### src/rtl/dram_iaram_tx_pkg.sv
// -----------------------------------------------------------------------------
// dram_iaram_tx_pkg
// Shared definitions for the DRAM -> IARAM beat streamer:
//   - sizing constants that mirror the legacy macro names
//   - Dram_IARAM / Dram_IARAM_indices beat structures seen by the PE
//   - FSM state encodings for dram_iaram_tx
// -----------------------------------------------------------------------------
package dram_iaram_tx_pkg;

    localparam int num_of_data_Dram    = 4;   // entries per beat
    localparam int max_num_K           = 8;   // maximum input channels
    localparam int max_compressed_data = 64;  // maximum compressed entries per channel
    localparam int bits_of_indices     = 4;   // index width

    localparam int k_w = $clog2(max_num_K);

    // Data half of a beat as presented to the PE.
    typedef struct packed {
        logic                                dense;
        logic [num_of_data_Dram-1:0]         valid;
        logic [k_w-1:0]                      input_channel;
        logic [num_of_data_Dram-1:0][15:0]   data;
    } Dram_IARAM;

    // Index half of the same beat.
    typedef struct packed {
        logic [num_of_data_Dram-1:0]                      valid;
        logic [k_w-1:0]                                   input_channel;
        logic [num_of_data_Dram-1:0][bits_of_indices-1:0] indices;
    } Dram_IARAM_indices;

    // Streamer FSM encodings.
    localparam logic [1:0] ST_IDLE  = 2'd0;
    localparam logic [1:0] ST_RUN   = 2'd1;
    localparam logic [1:0] ST_DRAIN = 2'd2;
    localparam logic [1:0] ST_DONE  = 2'd3;

endpackage

### src/rtl/dram_iaram_tx_beat_reg.sv
// -----------------------------------------------------------------------------
// dram_iaram_beat_reg
// One-entry holding register for a beat in flight to the PE.
// Metadata (mask, channel) is captured in the read cycle; the line data is
// taken straight from mem_rdata in the cycle it is valid and captured into a
// local copy at the end of that cycle, so a stalled beat survives the
// memory returning other data.
// Ports:
//   clk, rst        clock, synchronous active-high reset
//   load            a line read is issued this cycle (mask/channel follow it)
//   consume         the pending beat is taken this cycle
//   flush           drop any pending beat
//   load_mask       per-slot valid mask of the line being read
//   load_ch         channel of the line being read
//   mem_rdata       raw line data, valid the cycle after load
//   load_en         receiver accepting; gates the output valid mask
//   pending         a beat is held
//   valid           pending mask AND load_en
//   channel         channel of the held beat
//   line            slot data of the held beat
// -----------------------------------------------------------------------------
module dram_iaram_beat_reg #(
    parameter int NUM_DATA = 4,
    parameter int IDX_BITS = 4,
    parameter int CH_W     = 3
) (
    input  logic                                   clk,
    input  logic                                   rst,
    input  logic                                   load,
    input  logic                                   consume,
    input  logic                                   flush,
    input  logic [NUM_DATA-1:0]                    load_mask,
    input  logic [CH_W-1:0]                        load_ch,
    input  logic [NUM_DATA-1:0][16+IDX_BITS-1:0]   mem_rdata,
    input  logic                                   load_en,
    output logic                                   pending,
    output logic [NUM_DATA-1:0]                    valid,
    output logic [CH_W-1:0]                        channel,
    output logic [NUM_DATA-1:0][16+IDX_BITS-1:0]   line
);

    logic                                 pending_q;
    logic [NUM_DATA-1:0]                  mask_q;
    logic [CH_W-1:0]                      ch_q;
    logic                                 live_q;   // line data is on mem_rdata this cycle
    logic [NUM_DATA-1:0][16+IDX_BITS-1:0] held_q;

    always_ff @(posedge clk) begin
        // NOTE: the data copy is reset too, because the outputs must read as
        // zero straight after reset, not just carry a cleared valid mask.
        if (rst || flush) begin
            pending_q <= 1'b0;
            mask_q    <= '0;
            ch_q      <= '0;
            live_q    <= 1'b0;
            held_q    <= '0;
        end else begin
            if (live_q) begin
                held_q <= mem_rdata;
            end
            live_q <= load;
            if (load) begin
                pending_q <= 1'b1;
                mask_q    <= load_mask;
                ch_q      <= load_ch;
            end else if (consume) begin
                pending_q <= 1'b0;
                mask_q    <= '0;
            end
        end
    end

    assign pending = pending_q;
    assign valid   = (pending_q && load_en) ? mask_q : '0;
    assign channel = ch_q;
    assign line    = live_q ? mem_rdata : held_q;

endmodule

### src/rtl/dram_iaram_tx.sv
// -----------------------------------------------------------------------------
// dram_iaram_tx
// Streams the compressed entries of channels 0..num_ch-1 from a line-organised
// source memory to the PE, NUM_DATA entries per beat, one beat per cycle while
// the PE holds load_en. Empty channels are skipped, a channel's partial last
// line is sent on its own, and done pulses once the final beat is taken.
// Ports:
//   clk, rst        clock, synchronous active-high reset
//   start           begin a stream (accepted only when idle)
//   num_ch          number of channels to stream, sampled on start
//   ch_len          compressed length of every channel, stable while busy
//   load_en         PE is accepting beats
//   mem_rd_en       line read strobe
//   mem_addr        line address (channel * lines_per_channel + line)
//   mem_rdata       line data, one cycle after mem_rd_en
//   dram_data_out   beat data, valid mask, channel
//   dram_idx_out    beat indices, valid mask, channel
//   busy            stream in progress
//   done            one-cycle completion pulse
// -----------------------------------------------------------------------------
module dram_iaram_tx
    import dram_iaram_tx_pkg::*;
#(
    parameter int NUM_DATA = num_of_data_Dram,
    parameter int MAX_CH   = max_num_K,
    parameter int MAX_ELEM = max_compressed_data,
    parameter int IDX_BITS = bits_of_indices
) (
    input  logic                                              clk,
    input  logic                                              rst,
    input  logic                                              start,
    input  logic [$clog2(MAX_CH):0]                           num_ch,
    input  logic [MAX_CH-1:0][$clog2(MAX_ELEM):0]             ch_len,
    input  logic                                              load_en,
    output logic                                              mem_rd_en,
    output logic [$clog2(MAX_CH*MAX_ELEM/NUM_DATA)-1:0]       mem_addr,
    input  logic [NUM_DATA-1:0][16+IDX_BITS-1:0]              mem_rdata,
    output Dram_IARAM                                         dram_data_out,
    output Dram_IARAM_indices                                 dram_idx_out,
    output logic                                              busy,
    output logic                                              done
);

    localparam int CH_W    = $clog2(MAX_CH);
    localparam int NUM_W   = CH_W + 1;
    localparam int LEN_W   = $clog2(MAX_ELEM) + 1;
    localparam int LINES   = MAX_ELEM / NUM_DATA;
    localparam int ADDR_W  = $clog2(MAX_CH * LINES);
    localparam int NUM_LOG = $clog2(NUM_DATA);

    logic [1:0]       state;
    logic [CH_W-1:0]  ch;
    logic [LEN_W-1:0] elem;   // first entry of the next line to read
    logic [NUM_W-1:0] num_q;

    logic [LEN_W-1:0]    cur_len;
    logic                ch_empty;
    logic                line_last;
    logic                has_later;   // a non-empty channel remains after ch
    logic                any_work;    // some channel below num_ch is non-empty
    logic [NUM_DATA-1:0] rd_mask;
    logic                rd;
    logic                consume;

    logic                                 beat_pending;
    logic [NUM_DATA-1:0]                  beat_valid;
    logic [CH_W-1:0]                      beat_ch;
    logic [NUM_DATA-1:0][16+IDX_BITS-1:0] beat_line;

    assign cur_len   = ch_len[ch];
    assign ch_empty  = (cur_len == '0);
    assign line_last = ({1'b0, elem} + (LEN_W+1)'(NUM_DATA)) >= {1'b0, cur_len};
    assign consume   = beat_pending && load_en;

    // A read may only go out when the beat slot will be free at the edge,
    // which also keeps at most one line in flight.
    assign rd = (state == ST_RUN) && load_en && !ch_empty && (!beat_pending || consume);

    // NOTE: every variable this block drives gets a default before the loop,
    // so no path can leave one unassigned and infer a latch.
    always_comb begin
        has_later = 1'b0;
        any_work  = 1'b0;
        rd_mask   = '0;
        for (int c = 0; c < MAX_CH; c++) begin
            if (c > int'(ch) && c < int'(num_q) && ch_len[c] != '0) begin
                has_later = 1'b1;
            end
            if (c < int'(num_ch) && ch_len[c] != '0) begin
                any_work = 1'b1;
            end
        end
        for (int j = 0; j < NUM_DATA; j++) begin
            rd_mask[j] = ({1'b0, elem} + (LEN_W+1)'(j)) < {1'b0, cur_len};
        end
    end

    always_ff @(posedge clk) begin
        if (rst) begin
            state <= ST_IDLE;
            ch    <= '0;
            elem  <= '0;
            num_q <= '0;
        end else begin
            case (state)
                ST_IDLE: begin
                    if (start) begin
                        num_q <= num_ch;
                        ch    <= '0;
                        elem  <= '0;
                        state <= any_work ? ST_RUN : ST_DONE;
                    end
                end
                ST_RUN: begin
                    if (ch_empty) begin
                        // Skipping costs exactly this one cycle.
                        if (has_later) ch <= ch + CH_W'(1);
                        else           state <= ST_DRAIN;
                    end else if (rd) begin
                        if (line_last) begin
                            elem <= '0;
                            if (has_later) ch <= ch + CH_W'(1);
                            else           state <= ST_DRAIN;
                        end else begin
                            elem <= elem + LEN_W'(NUM_DATA);
                        end
                    end
                end
                ST_DRAIN: begin
                    if (!beat_pending || consume) state <= ST_DONE;
                end
                default: begin
                    state <= ST_IDLE;
                end
            endcase
        end
    end

    dram_iaram_beat_reg #(
        .NUM_DATA (NUM_DATA),
        .IDX_BITS (IDX_BITS),
        .CH_W     (CH_W)
    ) u_beat (
        .clk       (clk),
        .rst       (rst),
        .load      (rd),
        .consume   (consume),
        .flush     (state == ST_DONE),
        .load_mask (rd_mask),
        .load_ch   (ch),
        .mem_rdata (mem_rdata),
        .load_en   (load_en),
        .pending   (beat_pending),
        .valid     (beat_valid),
        .channel   (beat_ch),
        .line      (beat_line)
    );

    assign mem_rd_en = rd;
    assign mem_addr  = ADDR_W'(ch) * ADDR_W'(LINES) + ADDR_W'(elem >> NUM_LOG);
    assign busy      = (state == ST_RUN) || (state == ST_DRAIN);
    assign done      = (state == ST_DONE);

    always_comb begin
        dram_data_out               = '0;
        dram_idx_out                = '0;
        dram_data_out.dense         = 1'b0;
        dram_data_out.valid         = beat_valid;
        dram_data_out.input_channel = beat_ch;
        dram_idx_out.valid          = beat_valid;
        dram_idx_out.input_channel  = beat_ch;
        for (int j = 0; j < NUM_DATA; j++) begin
            dram_data_out.data[j]   = beat_line[j][IDX_BITS +: 16];
            dram_idx_out.indices[j] = beat_line[j][IDX_BITS-1:0];
        end
    end

endmodule

### config.mk
export PLATFORM = sky130hd
export DESIGN_NAME = dram_iaram_tx
export DESIGN_NICKNAME = d
export VERILOG_FILES = /design/src/rtl/dram_iaram_tx_pkg.sv /design/src/rtl/dram_iaram_tx_beat_reg.sv /design/src/rtl/dram_iaram_tx.sv
export SDC_FILE = /design/constraint.sdc
export NUM_CORES = 1
export LEC_CHECK = 0
export CAP_MARGIN = 5
export CORE_MARGIN = 5
export CORE_UTILIZATION = 46
export DETAILED_ROUTE_END_ITERATION = 10
export PLACE_DENSITY = 0.95
export SLEW_MARGIN = 20
export SYNTH_ARGS = -nofsm -noshare
export SYNTH_HDL_FRONTEND = slang
export SYNTH_SLANG_ARGS = --single-unit
### constraint.sdc
create_clock -name clk -period 6.55 [get_ports clk]
set_input_delay 0.655 -clock clk [delete_from_list [all_inputs] [get_ports clk]]
set_output_delay 0.655 -clock clk [all_outputs]
set_load 0.005 [all_outputs]
Word-level counts from Yosys, hierarchy flattened
Index checks and enable logic that the tools add are counted.
Widths: inputs -> output; s select.
{ "word_totals": {"input_bits": 144, "register_bits": 105, "word_cells": 145} }
{ "classes": {"magnitude_cmp": 28, "n_addsub": 7, "n_mux": 42, "n_reduce_logical": 47, "eq_ne": 9} }
{ "op_table": {"columns": ["cell", "n"], "rows": [
  ["$mux 80", 1],
  ["$reduce_bool 7->1", 8],
  ["$mux 7", 5],
  ["$lt 3x4->1 const A", 8],
  ["$logic_and 1x1->1", 26],
  ["$lt 8x7->1", 3],
  ["$bmux 7 s3", 1],
  ["$mux 1", 17],
  ["$add 7x2->8 const B", 2],
  ["$lt 2x4->1 const A", 4],
  ["$mux 3", 5],
  ["$mux 2", 7],
  ["$pmux 7 s2", 1],
  ["$gt 3x3->1 const A", 4],
  ["$lt 1x4->1 const A", 3],
  ["$mux 4", 3],
  ["$reduce_and 4->1", 3],
  ["$add 7x1->8 const B", 1],
  ["$add 7x3->8 const B", 1],
  ["$ge 8x7->1", 1],
  ["$add 7x3->7 const B", 1],
  ["$add 7x5->7", 1],
  ["$logic_not 7->1", 1],
  ["$lt 7x7->1", 1],
  ["other kinds (17)", 25]
]} }

Logic depth before layout (Yosys ltp)
Gate-level depths: netlist of the first run.
{ "depth": {"ltp_word": 15, "mapped_depth": 14, "depth_no_buf": 12} }

Cells and area by module
From an unflattened synthesis of the first run, not the netlist that was laid out.
{ "unflattened": {"cells_unflattened": 571, "hier_area_um2": 6403.6} }
{ "modules_own_cells": {"columns": ["module", "cells_per_inst", "n_inst", "area_per_inst_um2"], "rows": [
  ["dram_iaram_beat_reg", 296, 1, 4131.5],
  ["dram_iaram_tx", 275, 1, 2272.2]
]} }

Least setup slack after synthesis of the first run
No wires, ideal clock.
{ "synth_timing": {"kind": "register to register", "start": "reg ch[0]", "end": "reg elem[4]", "synth_period_minus_slack_ns": 3.229, "path_stages_with_launch": 12, "path_slack_ns": 3.321, "t_required_ns": 6.475, "arrival_time_ns": 3.154, "cell_sequence": "dfxtp_1 -> buf_2 -> buf_1 -> mux4_2 -> mux2i_1 -> ha_1 -> o21a_1 -> o2111ai_1 -> o21ai_0 -> nor3_1 -> nand3_1 -> o22ai_1"} }
{ "synth_via": {"elab_chain_len": 8, "word_cells_on_any_way": 14, "cone_classes": "order compare (1); eq/ne (2); mux (6); reduce/logical (5)"} }
{ "synth_rtl": {"columns": ["item", "line_no", "source"], "rows": [
  ["from (decl)", "dram_iaram_tx.sv:52", "logic [CH_W-1:0] ch;"],
  ["from (signal assigned)", "dram_iaram_tx.sv:117", "if (has_later) ch <= ch + CH_W'(1);"],
  ["from (signal assigned)", "dram_iaram_tx.sv:122", "if (has_later) ch <= ch + CH_W'(1);"],
  ["$bmux 7 s3 *", "dram_iaram_tx.sv:70", "assign cur_len = ch_len[ch];"],
  ["$mux 7 (implied by the code) *", "dram_iaram_tx.sv:70", null],
  ["parallel branches: the longest is 6 deep, another holds $ge 8x7->1", null, null],
  ["to (signal assigned)", "dram_iaram_tx.sv:125", "elem <= elem + LEN_W'(NUM_DATA);"],
  ["to (decl)", "dram_iaram_tx.sv:53", "logic [LEN_W-1:0] elem;"]
]} }
Every way passes the cells marked *. The select of a mux whose other input is x is not followed.
A chain may end at the register's enable or synchronous reset.

Final worst setup path of the first run
{ "layout_timing": {"start": "reg ch[1]", "end": "out mem_rd_en"} }
{ "layout_via": {"elab_chain_len": 6} }
{ "layout_rtl": {"columns": ["item", "line_no", "source"], "rows": [
  ["$bmux 7 s3", "dram_iaram_tx.sv:70", null],
  ["$mux 7 (implied by the code)", "dram_iaram_tx.sv:70", null],
  ["$logic_not 7->1", "dram_iaram_tx.sv:71", "assign ch_empty = (cur_len == '0);"],
  ["$logic_not 1->1", "dram_iaram_tx.sv:77", "assign rd = (state == ST_RUN) && load_en && !ch_empty && (!beat_pending || consume);"],
  ["$logic_and 1x1->1 (2 in series)", "dram_iaram_tx.sv:77", null],
  ["to (decl)", "dram_iaram_tx.sv:35", "output logic mem_rd_en,"]
]} }
No other way between the ends. The select of a mux whose other input is x is not followed.

==> metrics.txt, run 1 <==
status=finished, final reports clean; Max-Slew Margin vs Limit=31.0%; CTS sink cnt=just over 100; FP Rows=41; syn nets=768; first-pass GRT wire length=~27000 microns; Slew Viols, Final=0; Global Route Usage Sum=between 20% and 30%; Critical Path AT=roughly 4.0 ns; Worst path max stage delay=slightly below 0.9 ns; Tmin final=about 4.6 ns; wire per inst=roughly 18 microns; Post-CTS Setup Bufs=0; Post-Route WL=about 17000 microns; Final Hold Fails=0; Synth Flop Type=dfxtp_1; synth top area cells=dfxtp_1 (36%), mux2_2 (16%), and2_1 (8.6%); crit-path max FO=24; H-Tree Depth=3; via count=approximately 5200; CP endpoint kind=primary output; synth unique cells=51; crit path cell chain=buf_4 -> mux2i_1 -> nand2_1 -> mux4_2 -> or4_1 -> nand3_1 -> inv_1 -> clkdlybuf4s50_1; Remaining DRCs=0; vias in the first global route=around 5300; Final #Nets=approximately 1000; Fmax=~220 MHz; number of antenna violations at the first check in global routing=0; Fin Setup TNS=0 ns; drt pass-1 iters=5; largest net degree at the start of global routing=between 80 and 90; Syn. warnings=0; fin crit share=between 70 and 80%; mapped cell area=a little under 6000 sq um; clk root buf=clkbuf_16; Placed Instances=approximately 970; Slew @ Worst Pin=1.03 ns; crit path launch type=flop; final setup violation count=0; I/O pin cnt=about 250; syn avg cell area=about 9.7 sq um; top cell type by total area after synthesis=dfxtp_1; layout cells sized above 1=between 10% and 20%; CTS Hold Bufs=0; Yosys reg bits=between 100 and 150; layout filler cell count=904; starting density of the core=between 40% and 50%; GRT overflow=0; Post-Layout Cell Count=about 1000; cell count after synthesis=a little under 600; Leak=~3.4 nW; core area=12500 sq um; Post-DRT Antenna Nets=0; CP required=between 5 and 6 ns; post-cts resize count=0; Area Growth Syn to Fin=47.5%; Max VDD drop=between 0.15 and 0.2 mV; 1st-iter DRT viols=about 350; Final Util=68.6%; unrepaired setup endpoints after global routing=no; Max Root-Sink Buffers=2; critical path class=reg -> out; CTS Buf Count=9; CTS tree=yes; Inserted Diodes=0; pwr/cell area=between 200 and 250 nW/um^2; vias per inst=roughly 5.3; Hold Crit Class=reg -> reg; Clock Latency Late Sink=~0.34 ns; number of flops mapped to enable cells by yosys=0; hold slack=approximately 0.46 ns; die width=around 120 microns; total die area=15000 sq um; gp weighted congestion=about 0.94; register area share after synthesis=between 30% and 40%; Final Skew=slightly above 0.008 ns; Port Buf Inserts=~250; max_cap viols=0; Async S/R FF share, synth=0%; Critical-path top delay cell=dfxtp_1; share of the synthesized area in the top cell type=a little over a third; Die Span Y=roughly 120 microns; Reg clk slew, reported paths=roughly 0.06 ns; DP Wirelength=about 14000 microns
## cells in the final DEF (no fill, tap or decap), types with 3 or more instances in the layout
cell / count
nor4_1: 8
nor2_1: 17
nand3_1: 14
o21ai_0: 10
mux2i_1: 15
a2111oi_0: 5
a21oi_1: 24
a31oi_1: 4
mux2_2: 80
nor3_1: 17
dfxtp_1: 102
or4_1: 3
and2_1: 80
o21a_1: 3
a21boi_0: 6
o41ai_1: 3
ha_1: 29
mux4_2: 13
clkdlybuf4s50_1: 247
o22ai_1: 3
a2bb2oi_1: 4
inv_1: 17
nand2b_1: 4
a21o_1: 8
nand2_1: 39
clkbuf_16: 9
and3_1: 7
buf_4: 3
a32o_1: 3
## metal layers
layer	global-route usage (%)	vias up	part of all wire, %
met4	7.00	0	2.8
met5	0	-	0
met3	6.22	41	7.2
li1	-	2533	-
met1	28.0	2439	39
met2	39.1	214	51
## synth_stat cells (3+ instances only)
cell and number:
nor4_1 8, nor2_1 18, a2111oi_0 5, clkbuf_1 29, buf_4 12, or4_1 3
o22ai_1 3, nand2_1 39, a31oi_1 4, a21o_1 8, a2bb2oi_1 4, mux2_2 80
inv_1 17, dfxtp_1 103, and3_1 7, o21ai_0 10, buf_6 3, nand2b_1 4
ha_1 29, and2_1 80, o21a_1 3, a21boi_0 6, mux4_2 13, a32o_1 3
a21oi_1 24, o41ai_1 3, nand3_1 14, nor3_1 17, mux2i_1 15
## cell families (layout without fill, tap and decap cells)
logic type               Yosys count  after routing  share of synthesized area (%)
buffers and inverters             66            284                           5.48
AND/OR/NAND/NOR                  196            196                           18.1
adder cells (fa/ha/maj)           30             30                           6.43
XOR/XNOR                           3              3                          0.453
multiplexers                     109            109                           23.6
other                              1              1                         0.0647
AO/OA/AOI/OAI                     87             87                           10.2
flip-flops                       103            103                           35.6
## layout make-up
class / count / area [sq um] / area share, %
multi-input combinational: 426 / 3430 / 40.1
timing repair buffer: 250 / 2490 / 29.2
sequential: 103 / 2070 / 24.1
clock buffer: 12 / 256 / 3.00
tap: 172 / 215 / 2.52
inverter: 18 / 67.6 / 0.790
clock inverter: 4 / 27.5 / 0.322
## flip-flops by register name, summed over array words and instances, names as in the netlist
name / cells
u_beat.held_q: 80
elem: 5
num_q: 4
u_beat.mask_q: 4
ch: 3
u_beat.channel: 3
state: 2
u_beat.live_q: 1
u_beat.pending: 1
## path summary, 6_finish.rpt
kind                            cells past startpoint          endpoint        startpoint  slack, ns
worst max-delay path                                8         mem_rd_en             ch[1]       1.92
worst min register to register                      1  u_beat.mask_q[3]  u_beat.mask_q[3]       0.46
worst min-delay path                                1  u_beat.mask_q[3]  u_beat.mask_q[3]       0.46
worst max register to register                     13           elem[4]             ch[1]       2.48
## critical path: cells and delay by family, from the launching register on
kind	cells	cell delay, ns
DFF	1	0.89
buffers and inverters	3	1.03
muxes	2	0.81
and+or+nand+nor	3	0.91
## through the flow
step | cell area [sq um] | total power [mW] | setup slack (ns)
floorplan | 5800 | 1.07 | 3.32
global placement | 8270 | 1.37 | 2.51
detailed placement | 8270 | 1.39 | 2.36
CTS | 8550 | 1.90 | 1.97
global route | 8550 | 2.00 | 1.71
finish | 8550 | 1.89 | 1.92
## report_power, final
group / leakage, nW / switching [mW] / internal, mW
logic: 2.45 / 0.274 / 0.380
clock network: 0.143 / 0.228 / 0.280
registers: 0.834 / 0.0458 / 0.680
Note: power is estimated with default switching activity, not from simulation.
==> run 2: changes to the inputs <==
--- a/config.mk
+++ b/config.mk
@@ -7,9 +7,9 @@
 export LEC_CHECK = 0
 export CAP_MARGIN = 5
 export CORE_MARGIN = 5
-export CORE_UTILIZATION = 46
+export CORE_UTILIZATION = 39
 export DETAILED_ROUTE_END_ITERATION = 10
-export PLACE_DENSITY = 0.95
+export PLACE_DENSITY = 0.88
 export SLEW_MARGIN = 20
 export SYNTH_ARGS = -nofsm -noshare
 export SYNTH_HDL_FRONTEND = slang
==> constraint.sdc (replaced) <==
create_clock -name clk -period 3.8 [get_ports clk]
set_input_delay 0.38 -clock clk [delete_from_list [all_inputs] [get_ports clk]]
set_output_delay 0.38 -clock clk [all_outputs]
set_load 0.005 [all_outputs]
==> run 2 against run 1 <==
Compared with the run above:
- count of clock-buffer cells in the layout decreased by 2
- global-route usage decreased by 3.0 points
- critical path depth unchanged
- clock skew increased by 0.0010 ns
- utilization decreased by 9.2 points
- total power increased by 74%
- final area increased by 1.0%
- sequential share of layout area decreased by 0.25 points
- clock power increased by 74%
- via count about the same
- worst hold slack improved by 0.0011 ns
- critical endpoint unchanged
- largest cell class unchanged
==> metrics.txt, run 2 (same netlist as run 1, synthesis figures left out) <==
gp weighted congestion=0.891 (-5.2%); Tmin final=3.63 ns; Worst path max stage delay=0.57 ns (-0.32 ns); Placed Instances=989 (+2.1%); Clock Latency Late Sink=0.34 ns (about the same); Global Route Usage Sum=19.8% (-3.0 points); FF-to-FF setup slack=0.45 ns (-2.03 ns); Slew @ Worst Pin=0.697 ns (-0.338 ns); Worst Setup EP=mem_rd_en; sw power=0.985 mW (+80%); Max VDD drop=0.251 mV (+28%); Final Skew=0.00913 ns (+0.00103 ns); crit path buf inv count=3 (unchanged); top flop regs=u_beat.held_q x80, elem x5; Final #Nets=989 (+0.82%); layout cells sized above 1=15.3% (+0.96 points); Comb pwr share=35.1% (+0.4 points); fin crit share=~95%; Inserted Diodes=0 (unchanged); vias per inst=5.20 (-2.0%); clock group share of total power=26.9% (about the same); Reg clk slew, reported paths=0.07 ns (about the same); layout filler cell count=1259 (+39%); Leak=3.47 nW (+1.1%); core area=14500 sq um (+17%); first-pass GRT wire length=28200 microns (+4.8%); crit path cell chain=buf_12 -> mux2i_1 -> nand2_1 -> mux4_2 -> or4_1 -> nand3_1 -> inv_1 -> clkdlybuf4s50_1; Post-Route WL=18000 microns (+3.0%); post-cts resize count=0 (unchanged); Reg2Reg Capture Point=elem[4]; starting density of the core=39.9% (-6.6 points); FF/Latch Area=2070 sq um (unchanged); commonest non-fill, non-tap cell in the layout=clkdlybuf4s50_1; total die area=17400 sq um (+16%); CTS sink cnt=103 (unchanged); Final Hold Fails=0 (unchanged); Port Buf Inserts=247 (unchanged); total stage count of the critical path=8 (unchanged); hold slack=0.462 ns (+0.00108 ns); H-Tree Depth=3 (unchanged); Critical path origin=ch[1]; number of antenna violations at the first check in global routing=0 (unchanged); commonest non-fill, non-tap cells in the layout=clkdlybuf4s50_1 (247), dfxtp_1 (102), mux2_2 (80), and2_1 (80), nand2_1 (39); worst r2r src=ch[0]; crit path launch type=flop; Multi-input gate area=3430 sq um (+0.11%); Power Internal=2.30 mW (+71%); Setup WS pre-CTS=0.364 ns (-2.00 ns); die width=132 microns (+7.9%); Slew Viols, Final=0 (unchanged); Worst Slack Setup Final=0.174 ns (-1.75 ns); status=finished, final reports clean; Reg2Reg Depth=12 (-1); Post-Layout Cell Count=1005 (+2.0%); Remaining DRCs=0 (unchanged); 1st-iter DRT viols=357 (+3.2%); CTS Hold Bufs=0 (unchanged); Top reg by flops=u_beat.held_q; Post-DRT Antenna Nets=0 (unchanged); vias in the first global route=5290 (-0.53%); CTS Buf Count=9 (unchanged); Largest register FFs=80 (unchanged); DP Wirelength=14500 microns (+4.0%); clk root buf=clkbuf_16; I/O pin cnt=249 (unchanged); Critical Path AT=3.25 ns (-0.72 ns); Die Span Y=132 microns (+7.9%); critical path class=reg -> out; Post-CTS Setup Bufs=0 (unchanged); Fin Setup TNS=0 ns (unchanged); Area Growth Syn to Fin=49.0%; FP Rows=44 (+7.3%); Max Root-Sink Buffers=2 (unchanged); CTS tree=yes; Critical-path top delay cell=or4_1; Hold Crit Class=reg -> reg; Power Total=3.28 mW (+74%); Max-Slew Margin vs Limit=53.4% (+22 points); CP required=3.42 ns (-2.47 ns); pwr/cell area=379 nW/um^2 (+72%); wire per inst=17.9 microns (+0.94%); max_cap viols=0 (unchanged); Sw Share=30.0% (+1.0 points); via count=5228 (+0.019%); final setup violation count=0 (unchanged); GRT overflow=0 (unchanged); drt pass-1 iters=5 (unchanged); largest net degree at the start of global routing=51 (-37%); Fmax=about 280 MHz; unrepaired setup endpoints after global routing=no; CP endpoint kind=primary output; CP top delay family=buffers and inverters; Reg power frac=37.9% (-0.6 points); crit-path max FO=38 (+58%)
run 2: cell types whose count changed in the layout (fill, tap and decap cells not counted):
cell and change:
clkinvlp_4 +2, inv_8 +2, inv_6 -1, buf_4 +7, clkinv_2 -2, inv_4 +1
mux2i_1 -1, clkbuf_8 -2, buf_12 +1, mux2i_2 +1
run 2: routing by layer:
| metal | GRT usage, % | wire length [microns] |
|---|---|---|
| met5 | 0 | 0 |
| met4 | 5.66 | 467 |
| met3 | 5.27 | 1230 |
| met2 | 34.2 | 8900 |
| met1 | 24.1 | 7420 |
run 2: worst min-delay path by stage:
stage / start / to / slack, ns / cells after the start
after floorplan: u_beat.mask_q[0] / u_beat.mask_q[0] / 0.41 / 2
after global placement: u_beat.mask_q[0] / u_beat.mask_q[0] / 0.42 / 2
after detailed placement: u_beat.mask_q[3] / u_beat.mask_q[3] / 0.45 / 1
after CTS: u_beat.mask_q[3] / u_beat.mask_q[3] / 0.46 / 1
after global routing: u_beat.mask_q[3] / u_beat.mask_q[3] / 0.50 / 1
final: u_beat.mask_q[0] / u_beat.mask_q[0] / 0.46 / 2
run 2: tightest hold or removal path, stage by stage, from the launching register on:
cell and delay [ns]:
dfxtp_1 0.33, nand2_1 0.05, o41ai_1 0.05
run 2: metrics by stage:
step / area, sq um / utilization (%)
after global routing: 8640 / 59.5
final: 8640 / 59.5
after global placement: 8360 / 57.5
after CTS: 8640 / 59.4
after detailed placement: 8360 / 57.5
after floorplan: 5800 / -
run 2: final cells by class:
class | count | share of cell area [%]
well taps | 184 | 2.66
flip-flops and latches | 103 | 23.9
clock buffers | 10 | 2.65
repair buffers | 258 | 29.7
inverters | 18 | 0.782
multi-input cells | 426 | 39.7
clock inverters | 6 | 0.608
run 2: power by group through the flow:
| stage | registers [mW] | logic [mW] | clock network, mW |
|---|---|---|---|
| 6_report | 1.24 | 1.15 | 0.884 |
| 5_1_grt | 1.26 | 1.26 | 0.964 |
| 4_1_cts | 1.24 | 1.15 | 0.911 |
| 3_5_place_dp | 1.27 | 1.15 | 0 |
| 3_3_place_gp | 1.26 | 1.13 | 0 |
| 2_1_floorplan | 1.22 | 0.616 | 0 |
